$ cat src/rtl/ppu_pkg.sv
// Shared PPU definitions: frame timing, colour key, scheduler states and
// the Avalon register map used by the sprite command scheduler.
package ppu_pkg;

    // First vcount value that belongs to vertical blanking.
    localparam int VACTIVE_DEFAULT = 480;

    // Transparent/background colour used by the sprite display units.
    localparam logic [23:0] BG_KEY = 24'h9290ff;

    // Avalon register map of the scheduler.
    localparam logic [2:0] ADDR_PUSH   = 3'd0;
    localparam logic [2:0] ADDR_COMMIT = 3'd1;
    localparam logic [2:0] ADDR_FLUSH  = 3'd2;

    typedef enum logic [1:0] {
        IDLE  = 2'd0,
        ARMED = 2'd1,
        DRAIN = 2'd2
    } sched_state_t;

endpackage

$ cat src/rtl/sprite_cmd_fifo.sv
// Single-clock first-word-fall-through FIFO holding sprite command words.
// Flush has priority over push and pop. A push into a full FIFO is only
// accepted when a pop frees a slot in the same cycle.
module sprite_cmd_fifo #(
    parameter int DEPTH = 16,
    parameter int WIDTH = 32,
    parameter int CNT_W = $clog2(DEPTH) + 1
) (
    input  logic             clk,
    input  logic             reset,
    input  logic             push,
    input  logic             pop,
    input  logic             flush,
    input  logic [WIDTH-1:0] din,
    output logic [WIDTH-1:0] dout,
    output logic             full,
    output logic             empty,
    output logic [CNT_W-1:0] level
);

    localparam int PTR_W = $clog2(DEPTH);

    logic [WIDTH-1:0] mem [DEPTH];
    logic [PTR_W-1:0] wr_ptr_q, wr_ptr_d;
    logic [PTR_W-1:0] rd_ptr_q, rd_ptr_d;
    logic [CNT_W-1:0] level_q, level_d;
    logic             push_ok;
    logic             pop_ok;

    assign empty   = (level_q == '0);
    assign full    = (level_q == CNT_W'(DEPTH));
    assign level   = level_q;
    assign dout    = mem[rd_ptr_q];
    assign pop_ok  = pop && !empty && !flush;
    assign push_ok = push && (!full || pop_ok) && !flush;

    // Pointer and occupancy next-state; pointers wrap modulo DEPTH.
    always_comb begin
        // NOTE: every combinational output gets a default first so no path can infer a latch.
        wr_ptr_d = wr_ptr_q;
        rd_ptr_d = rd_ptr_q;
        level_d  = level_q;
        if (flush) begin
            wr_ptr_d = '0;
            rd_ptr_d = '0;
            level_d  = '0;
        end else begin
            if (push_ok) wr_ptr_d = wr_ptr_q + 1'b1;
            if (pop_ok)  rd_ptr_d = rd_ptr_q + 1'b1;
            case ({push_ok, pop_ok})
                2'b10:   level_d = level_q + 1'b1;
                2'b01:   level_d = level_q - 1'b1;
                default: level_d = level_q;
            endcase
        end
    end

    // Pointer and occupancy registers.
    always_ff @(posedge clk) begin
        // NOTE: state is updated with non-blocking assignments so every register samples pre-edge values.
        if (reset) begin
            wr_ptr_q <= '0;
            rd_ptr_q <= '0;
            level_q  <= '0;
        end else begin
            wr_ptr_q <= wr_ptr_d;
            rd_ptr_q <= rd_ptr_d;
            level_q  <= level_d;
        end
    end

    // Storage array write port.
    always_ff @(posedge clk) begin
        // NOTE: the array has no reset; occupancy gates every read, so stale contents are never observed.
        if (push_ok) mem[wr_ptr_q] <= din;
    end

endmodule

$ cat src/rtl/sprite_cmd_sched.sv
// Frame-synchronous sprite command scheduler. CPU writes are queued in a
// FIFO; a commit marks how many queued words form the next batch, and that
// batch is broadcast to the sprite display units only during vertical
// blanking, so sprite state never changes mid-frame.
module sprite_cmd_sched
    import ppu_pkg::*;
#(
    parameter int DEPTH   = 16,
    parameter int VACTIVE = VACTIVE_DEFAULT,
    parameter int CNT_W   = $clog2(DEPTH) + 1
) (
    input  logic             clk,
    input  logic             reset,
    input  logic             chipselect,
    input  logic             write,
    input  logic [2:0]       address,
    input  logic [31:0]      writedata,
    input  logic [9:0]       hcount,
    input  logic [9:0]       vcount,
    output logic [31:0]      sprite_wdata,
    output logic             sprite_wvalid,
    output logic [CNT_W-1:0] fifo_level,
    output logic             overflow,
    output logic             busy,
    output logic             frame_done
);

    localparam logic [9:0] VACTIVE_V = 10'(VACTIVE);

    sched_state_t     state_q, state_d;
    logic [CNT_W-1:0] commit_cnt_q, commit_cnt_d;
    logic             in_vblank_q;
    logic             overflow_q, overflow_d;
    logic [31:0]      sprite_wdata_q, sprite_wdata_d;
    logic             sprite_wvalid_q, sprite_wvalid_d;
    logic             frame_done_q, frame_done_d;

    logic             wr_en, push_req, commit_req, flush_req;
    logic             in_vblank, vb_rise;
    logic             pop, push_ok;
    logic             fifo_full, fifo_empty;
    logic [31:0]      fifo_dout;
    logic [CNT_W-1:0] cnt_after_pop;

    // Horizontal position plays no part in frame timing.
    logic             unused_hcount;
    assign unused_hcount = ^hcount;

    assign wr_en      = chipselect & write;
    assign push_req   = wr_en && (address == ADDR_PUSH);
    assign commit_req = wr_en && (address == ADDR_COMMIT);
    assign flush_req  = wr_en && (address == ADDR_FLUSH);

    assign in_vblank  = (vcount >= VACTIVE_V);
    assign vb_rise    = in_vblank & ~in_vblank_q;

    // One word leaves per cycle while a committed batch is pending in vblank.
    assign pop = (state_q == DRAIN) && in_vblank && (commit_cnt_q != '0)
                 && !fifo_empty && !flush_req;
    assign push_ok       = push_req && (!fifo_full || pop);
    assign cnt_after_pop = fifo_level - CNT_W'(pop);

    sprite_cmd_fifo #(
        .DEPTH (DEPTH),
        .WIDTH (32),
        .CNT_W (CNT_W)
    ) u_fifo (
        .clk   (clk),
        .reset (reset),
        .push  (push_ok),
        .pop   (pop),
        .flush (flush_req),
        .din   (writedata),
        .dout  (fifo_dout),
        .full  (fifo_full),
        .empty (fifo_empty),
        .level (fifo_level)
    );

    // Register stage: FSM state, batch counter, vblank history and outputs.
    always_ff @(posedge clk) begin
        if (reset) begin
            state_q         <= IDLE;
            commit_cnt_q    <= '0;
            in_vblank_q     <= 1'b0;
            overflow_q      <= 1'b0;
            sprite_wdata_q  <= '0;
            sprite_wvalid_q <= 1'b0;
            frame_done_q    <= 1'b0;
        end else begin
            state_q         <= state_d;
            commit_cnt_q    <= commit_cnt_d;
            in_vblank_q     <= in_vblank;
            overflow_q      <= overflow_d;
            sprite_wdata_q  <= sprite_wdata_d;
            sprite_wvalid_q <= sprite_wvalid_d;
            frame_done_q    <= frame_done_d;
        end
    end

    // Next-state logic for the scheduler and its committed-word counter.
    always_comb begin
        state_d      = state_q;
        commit_cnt_d = commit_cnt_q - CNT_W'(pop);
        frame_done_d = 1'b0;
        if (commit_req) commit_cnt_d = cnt_after_pop;

        if (flush_req) begin
            state_d      = IDLE;
            commit_cnt_d = '0;
        end else begin
            case (state_q)
                IDLE: begin
                    // A commit inside vblank starts draining without waiting a frame.
                    if (commit_req && (cnt_after_pop != '0))
                        state_d = in_vblank ? DRAIN : ARMED;
                end
                ARMED: begin
                    if (vb_rise || (commit_req && in_vblank))
                        state_d = DRAIN;
                end
                DRAIN: begin
                    if (commit_cnt_d == '0) begin
                        state_d      = IDLE;
                        frame_done_d = 1'b1;
                    end else if (!in_vblank) begin
                        // Active video resumed: the remainder waits for the next vblank.
                        state_d = ARMED;
                    end
                end
                default: state_d = IDLE;
            endcase
        end
    end

    // Output logic: registered broadcast port, sticky overflow, busy flag.
    always_comb begin
        sprite_wvalid_d = pop;
        sprite_wdata_d  = pop ? fifo_dout : sprite_wdata_q;
        overflow_d      = overflow_q;
        if (flush_req)
            overflow_d = 1'b0;
        else if (push_req && !push_ok)
            overflow_d = 1'b1;
    end

    assign busy          = (state_q != IDLE);
    assign overflow      = overflow_q;
    assign sprite_wdata  = sprite_wdata_q;
    assign sprite_wvalid = sprite_wvalid_q;
    assign frame_done    = frame_done_q;

endmodule

$ cat config.mk
export PLATFORM = sky130hd
export DESIGN_NAME = sprite_cmd_sched
export DESIGN_NICKNAME = d
export VERILOG_FILES = /design/src/rtl/ppu_pkg.sv /design/src/rtl/sprite_cmd_fifo.sv /design/src/rtl/sprite_cmd_sched.sv
export SDC_FILE = /design/constraint.sdc
export NUM_CORES = 1
export LEC_CHECK = 0
export BUFFER_PORTS_ARGS = -buffer_cell sky130_fd_sc_hd__buf_2
export CAP_MARGIN = 20
export CORE_MARGIN = 3
export CORE_UTILIZATION = 45
export DETAILED_ROUTE_END_ITERATION = 8
export GPL_ROUTABILITY_DRIVEN = 0
export SYNTH_ARGS = -nofsm -noshare
export SYNTH_HDL_FRONTEND = slang
export SYNTH_SLANG_ARGS = --single-unit
$ cat constraint.sdc
create_clock -name clk -period 9.5 [get_ports clk]
set_input_delay 0.475 -clock clk [delete_from_list [all_inputs] [get_ports clk]]
set_output_delay 0.475 -clock clk [all_outputs]
set_load 0.05 [all_outputs]
# == Word-level counts from Yosys, hierarchy flattened ==
# Memories as Yosys holds them, arrays and structs flattened. A register that Yosys moved wholly into a read port is not among the register bits.
# Index checks and enable logic that the tools add are counted.
# classes
add_sub_neg,6
order_cmp,1
n_eq_ne,10
mux,11
bitwise_logic,4
reduce_logical,33
# ops
op,count
logical AND 1 bit,15
>= comparator 10 x 9 -> 1 bit (second input constant),1
logical NOT 5 bit,2
2-to-1 mux 2 bit,5
one-hot mux 5 bit (2 select lines),1
nonzero test 5 bit,2
subtractor 5 x 1 -> 5 bit,2
adder 4 x 1 -> 4 bit (second input constant),2
one-hot mux 2 bit (3 select lines),1
adder 5 x 1 -> 5 bit (second input constant),1
== test 5 bit (second input constant),1
2-to-1 mux 5 bit,1
subtractor 5 x 1 -> 5 bit (second input constant),1
== test 2 x 1 -> 1 bit (second input constant),2
== test 2 bit (second input constant),2
logical NOT 1 bit,4
inequality test 2 bit (second input constant),2
nonzero test 2 bit,2
== test 3 x 1 -> 1 bit (second input constant),1
== test 3 x 2 -> 1 bit (second input constant),1
logical NOT 3 bit,1
logical OR 1 bit,3
2-to-1 mux 1 bit,3
inequality test 3 x 2 -> 1 bit (second input constant),1
6 further kinds,8
# totals
regBits,24
ram_bits,512
in_bits,59
out_inout_bits,41
word_cells,75
n_memories,1
# mem_list
name,depth,width,read_ports,rd_clocked_by_memory_dff,wr,line,rtl
u_fifo.mem,16,32,1,1,1,sprite_cmd_fifo.sv:23,logic [WIDTH-1:0] mem [DEPTH];

# == Logic depth before layout (Yosys ltp) ==
# depth
depth_word,12
depth_mapped,16

# == Cells and area by module ==
# Synthesis repeated with hierarchy kept, for this count alone.
# hier_totals
cells_unflattened,1130
area_unflattened_um2,21978.6
# by_module_without_submodules
mod,instances,cells_per_inst,area_each_um2
sprite_cmd_fifo,1,908,20129.3
sprite_cmd_sched,1,222,1849.3

# == Worst setup path after synthesis ==
# Ideal clock, no wire load.
# synth_path
path_kind,reg2reg
startpoint,register u_fifo.level_q[1] (netlist: u_fifo.level[1])
endpoint,"memory u_fifo.mem[3][0], enable pin"
t_arrival_ns,3.695
t_required_ns,9.039
slack_ns,5.344
stages_incl_launch_ff,6
synth_period_minus_slack_ns,4.156
path_cell_list,dfxtp_1 > buf_6 > nor4_4 > a211oi_1 > o21ai_0 > nor3_1
# synth_between
elab_chain_len,11
elab_cells_between_ends,15
cone_classes,1 x eq/ne; 2 x mux; 12 x reduce/logical
# synth_rtl
element,line,rtl
from (decl),sprite_cmd_fifo.sv:26,"logic [CNT_W-1:0] level_q, level_d;"
from (signal assigned),sprite_cmd_fifo.sv:68,level_q <= level_d;
logical NOT 5 bit,sprite_cmd_fifo.sv:30,assign empty = (level_q == '0);
logical NOT 1 bit,"sprite_cmd_fifo.sv:34, sprite_cmd_sched.sv:59",
logical AND 1 bit (2 in series),sprite_cmd_sched.sv:59,&& !fifo_empty && !flush_req;
logical AND 1 bit (2 in series),sprite_cmd_fifo.sv:34,assign pop_ok = pop && !empty && !flush;
logical OR 1 bit,sprite_cmd_fifo.sv:35,assign push_ok = push && (!full || pop_ok) && !flush;
logical AND 1 bit (*) (2 in series),sprite_cmd_fifo.sv:35,
2-to-1 mux 1 bit (*),sprite_cmd_fifo.sv:75,if (push_ok) mem[wr_ptr_q] <= din;
2-to-1 mux 1 bit (implied by the code) (*),sprite_cmd_fifo.sv:75,
to (decl),sprite_cmd_fifo.sv:23,
# Every way passes the cells marked *; elsewhere a longest branch is shown, timed or not.

# == Worst setup path in the final report ==
# layout_path
startpoint,register state_q[1]
endpoint,register u_fifo.level_q[4] (netlist: u_fifo.level[4])
# layout_between
elab_chain_len,12
elab_cells_between_ends,16
cone_classes,3 x eq/ne; 1 x mux; 12 x reduce/logical
# layout_rtl
element,line,rtl
from (decl),sprite_cmd_sched.sv:30,"sched_state_t state_q, state_d;"
from (signal assigned),sprite_cmd_sched.sv:91,state_q <= state_d;
== test 2 bit (*),sprite_cmd_sched.sv:58,assign pop = (state_q == DRAIN) && in_vblank && (commit_cnt_q != '0)
logical AND 1 bit (*) (2 in series),sprite_cmd_sched.sv:58,
logical AND 1 bit (*) (2 in series),sprite_cmd_sched.sv:59,
logical AND 1 bit (2 in series),sprite_cmd_fifo.sv:34,
logical OR 1 bit,sprite_cmd_fifo.sv:35,
logical AND 1 bit (2 in series),sprite_cmd_fifo.sv:35,
== test 2 x 1 -> 1 bit or == test 2 bit (tied branches),sprite_cmd_fifo.sv:50,"case ({push_ok, pop_ok})"
one-hot mux 5 bit (2 select lines) or nonzero test 2 bit (tied branches),-,
# Marked as above.
# A chain may end at the register's enable or synchronous reset.

==> run_results.csv <==
group,metric,value,unit
pwr,peakVddDrop,0.1487,mV
logic_synthesis,syn_area_per_cell,20.42,um^2
logic_synthesis,synth_cell_types,55,
pwr,p_leak,8.203,nW
global_route,grt_pass1_wl,70190,um
sta,period_minus_slack,3.667,ns
sta,hold_violations,0,
logic_synthesis,synth_edf_count,512,
route,drt_iter0_drc,812,
logic_synthesis,synth_seq_area_share,74.86,%
sta,worst_slew_pin_slew,1.059,ns
floorplan,die_h,227.3,um
route,viasPerCell,5.685,
finish,syn2layout_area_growth,13.67,%
logic_synthesis,synth_async_sr_flop_share,0,%
route,vias,10510,
logic_synthesis,ys_warn_count,0,
pwr,power.density,202.5,nW/um^2
sta,fin_setup_tns,0,ns
route,routedWlPerCell,25.36,um
clock_network,cts_max_level,2,
route,drtPass1Iterations,4,
critical_path,crit_buf_inv,1,
critical_path,cp.arrival,4.18,ns
floorplan,initial_core_util,45.86,%
global_route,antenna_found_initial,4,
critical_path,crit_family,"compound AO/OA/AOI/OAI gates",
critical_path,r2r_slack,5.83,ns
floorplan,io_pins,100,
clock_network,cts_tree,"done",
clock_network,cts_resized,0,
clock_network,cts.sinks,568,
route,detail_route.drc_violations,0,
job,drv_cap,0,
clock_network,cts-root-buf,"clkbuf_16",
route,ant_nets,0,
placement,port_buffers,84,
sta,worst_clock_skew,0.01496,ns
logic_synthesis,syn_nets,1150,
clock_network,post-cts-setup-buffers,0,
critical_path,cp_common_cell,"a21oi_1",
critical_path,start_kind,"flop",
route,wl,46870,um
finish,drive_gt1_share,28.27,%
floorplan,die-width,227.3,um
finish,nNetsFinal,1253,
finish,final_cell_mix,"512 x edfxtp_1, 128 x mux4_2, 84 x buf_2",
clock_network,path_clk_slew,0.06,ns
sta,clock.fmax,272.7,MHz
global_route,grt_pass1_vias,10990,
hold_path,hold_path_class,"input port to flop",
clock_network,clk_path_buf_depth,3,
global_route,grt_max_degree,70,
logic_synthesis,synth-seq-cells,568,
sta,whs,0.1208,ns
sta,setup_viol,0,
critical_path,path_cells,"or3b_1 -> a2111oi_2 -> or2_1 -> inv_1 -> ha_1 -> xor2_1 -> ha_1 -> a21oi_1 -> a32o_1 -> a21oi_1 -> or3_1 -> a21oi_1",
clock_network,cts_hold_buf,0,
global_route,grtUsageTotal,18.54,%
logic_synthesis,ys.flop_type,"edfxtp_1",
sta,period_share,38.60,%
critical_path,cp_slowest_cell,"a2111oi_2",
critical_path,cp-end-kind,"flop",
floorplan,rows,80,
clock_network,clk_latency,0.60,ns
clock_network,cts_buffers,60,
sta,rsz0062_at_grt,"no",
sta,slew_violations,0,
critical_path,worst-setup-path-type,"flop to flop",
floorplan,dieArea,51660,um^2
finish,final_common_cell,"edfxtp_1",
logic_synthesis,syn_inst,1079,
placement,hpwl,23930,um
floorplan,core,48050,um^2
logic_synthesis,netlist_area,22040,um^2
run_status,outcome,"complete, no violations",
critical_path,crit_required,10.02,ns
critical_path,cp_max_fo,17,
global_route,gr-total-overflow,0,
sta,relSlewSlack,29.40,%
critical_path,critical_path.max_stage_delay,0.57,ns
## state kept, by name (all words and copies together), names as in the netlist
register         count
u_fifo.wr_ptr_q      4
u_fifo.mem         512
commit_cnt_q         5
u_fifo.level         5
frame_done           1
sprite_wvalid        1
overflow             1
sprite_wdata        32
state_q              2
u_fifo.rd_ptr_q      4
in_vblank_q          1
## Yosys cell counts, types with 8 or more instances
cell type | instances | area share [%]
a211oi_1 | 37 | 1.3
a21oi_1 | 46 | 1.0
a22o_1 | 32 | 1.3
and2_1 | 33 | 0.94
and3_1 | 18 | 0.51
buf_2 | 13 | 0.30
buf_6 | 12 | 0.61
clkbuf_1 | 25 | 0.43
dfxtp_1 | 56 | 5.1
edfxtp_1 | 512 | 70
ha_1 | 12 | 0.68
inv_1 | 12 | 0.20
mux2i_1 | 34 | 1.5
mux4_2 | 128 | 13
nor2_1 | 18 | 0.31
xor2_1 | 8 | 0.32
## per-stage QoR
step | total power [mW] | utilization (%) | setup slack, ns | cells | area, um^2
CTS | 5.121 | 52.04 | 5.924 | 1844 | 25000
global route | 5.215 | 52.13 | 5.622 | 1846 | 25040
floorplan | 2.791 | - | 5.344 | 1079 | 22040
finish | 5.073 | 52.14 | 5.833 | 1848 | 25050
detailed placement | 2.831 | 47.99 | 5.743 | 1733 | 23060
global placement | 2.828 | 47.95 | 5.780 | 1732 | 23040
## cell families (layout without fill, tap and decap cells)
kind of cell	after synthesis	in the layout	synth area share, %
DFF	568	568	74.86
muxes	164	164	14.73
AOI/OAI and AO/OA	136	136	4.304
and+or+nand+nor	108	108	2.947
buffers and inverters	76	228	1.885
xor gates and xnor gates	15	15	0.5962
adders and majority gates	12	12	0.6813
other	0	2	0
## power breakdown
part | internal, mW | switching (mW)
logic | 0.0129 | 0.0429
registers | 2.72 | 0.00123
clock network | 1.36 | 0.938
## per-layer routing
metal	wire length (um)	vias to the layer above	global-route usage [%]
met5	23	-	0
met4	856	4	4.494
met3	2080	65	4.010
met2	22780	203	30.22
met1	21130	5560	25.93
li1	-	4674	-
## final cells by class
cell class              count  area (um^2)
inverters                  12        46.29
diodes                      2        5.005
repair buffers            105        615.6
fillers                  3812        23000
flip-flops and latches    568        16510
well taps                 615        769.5
clock inverters            24        232.7
clock buffers              87         1714
multi-input cells         435         5160
## worst paths after layout
path                                  from              end  cells after the start
worst min-delay path                 reset      in_vblank_q                      2
worst max register to register  state_q[1]  u_fifo.level[4]                     12
worst min register to register    overflow         overflow                      1
worst max-delay path            state_q[1]  u_fifo.level[4]                     12
(Power assumes the default switching activity.)
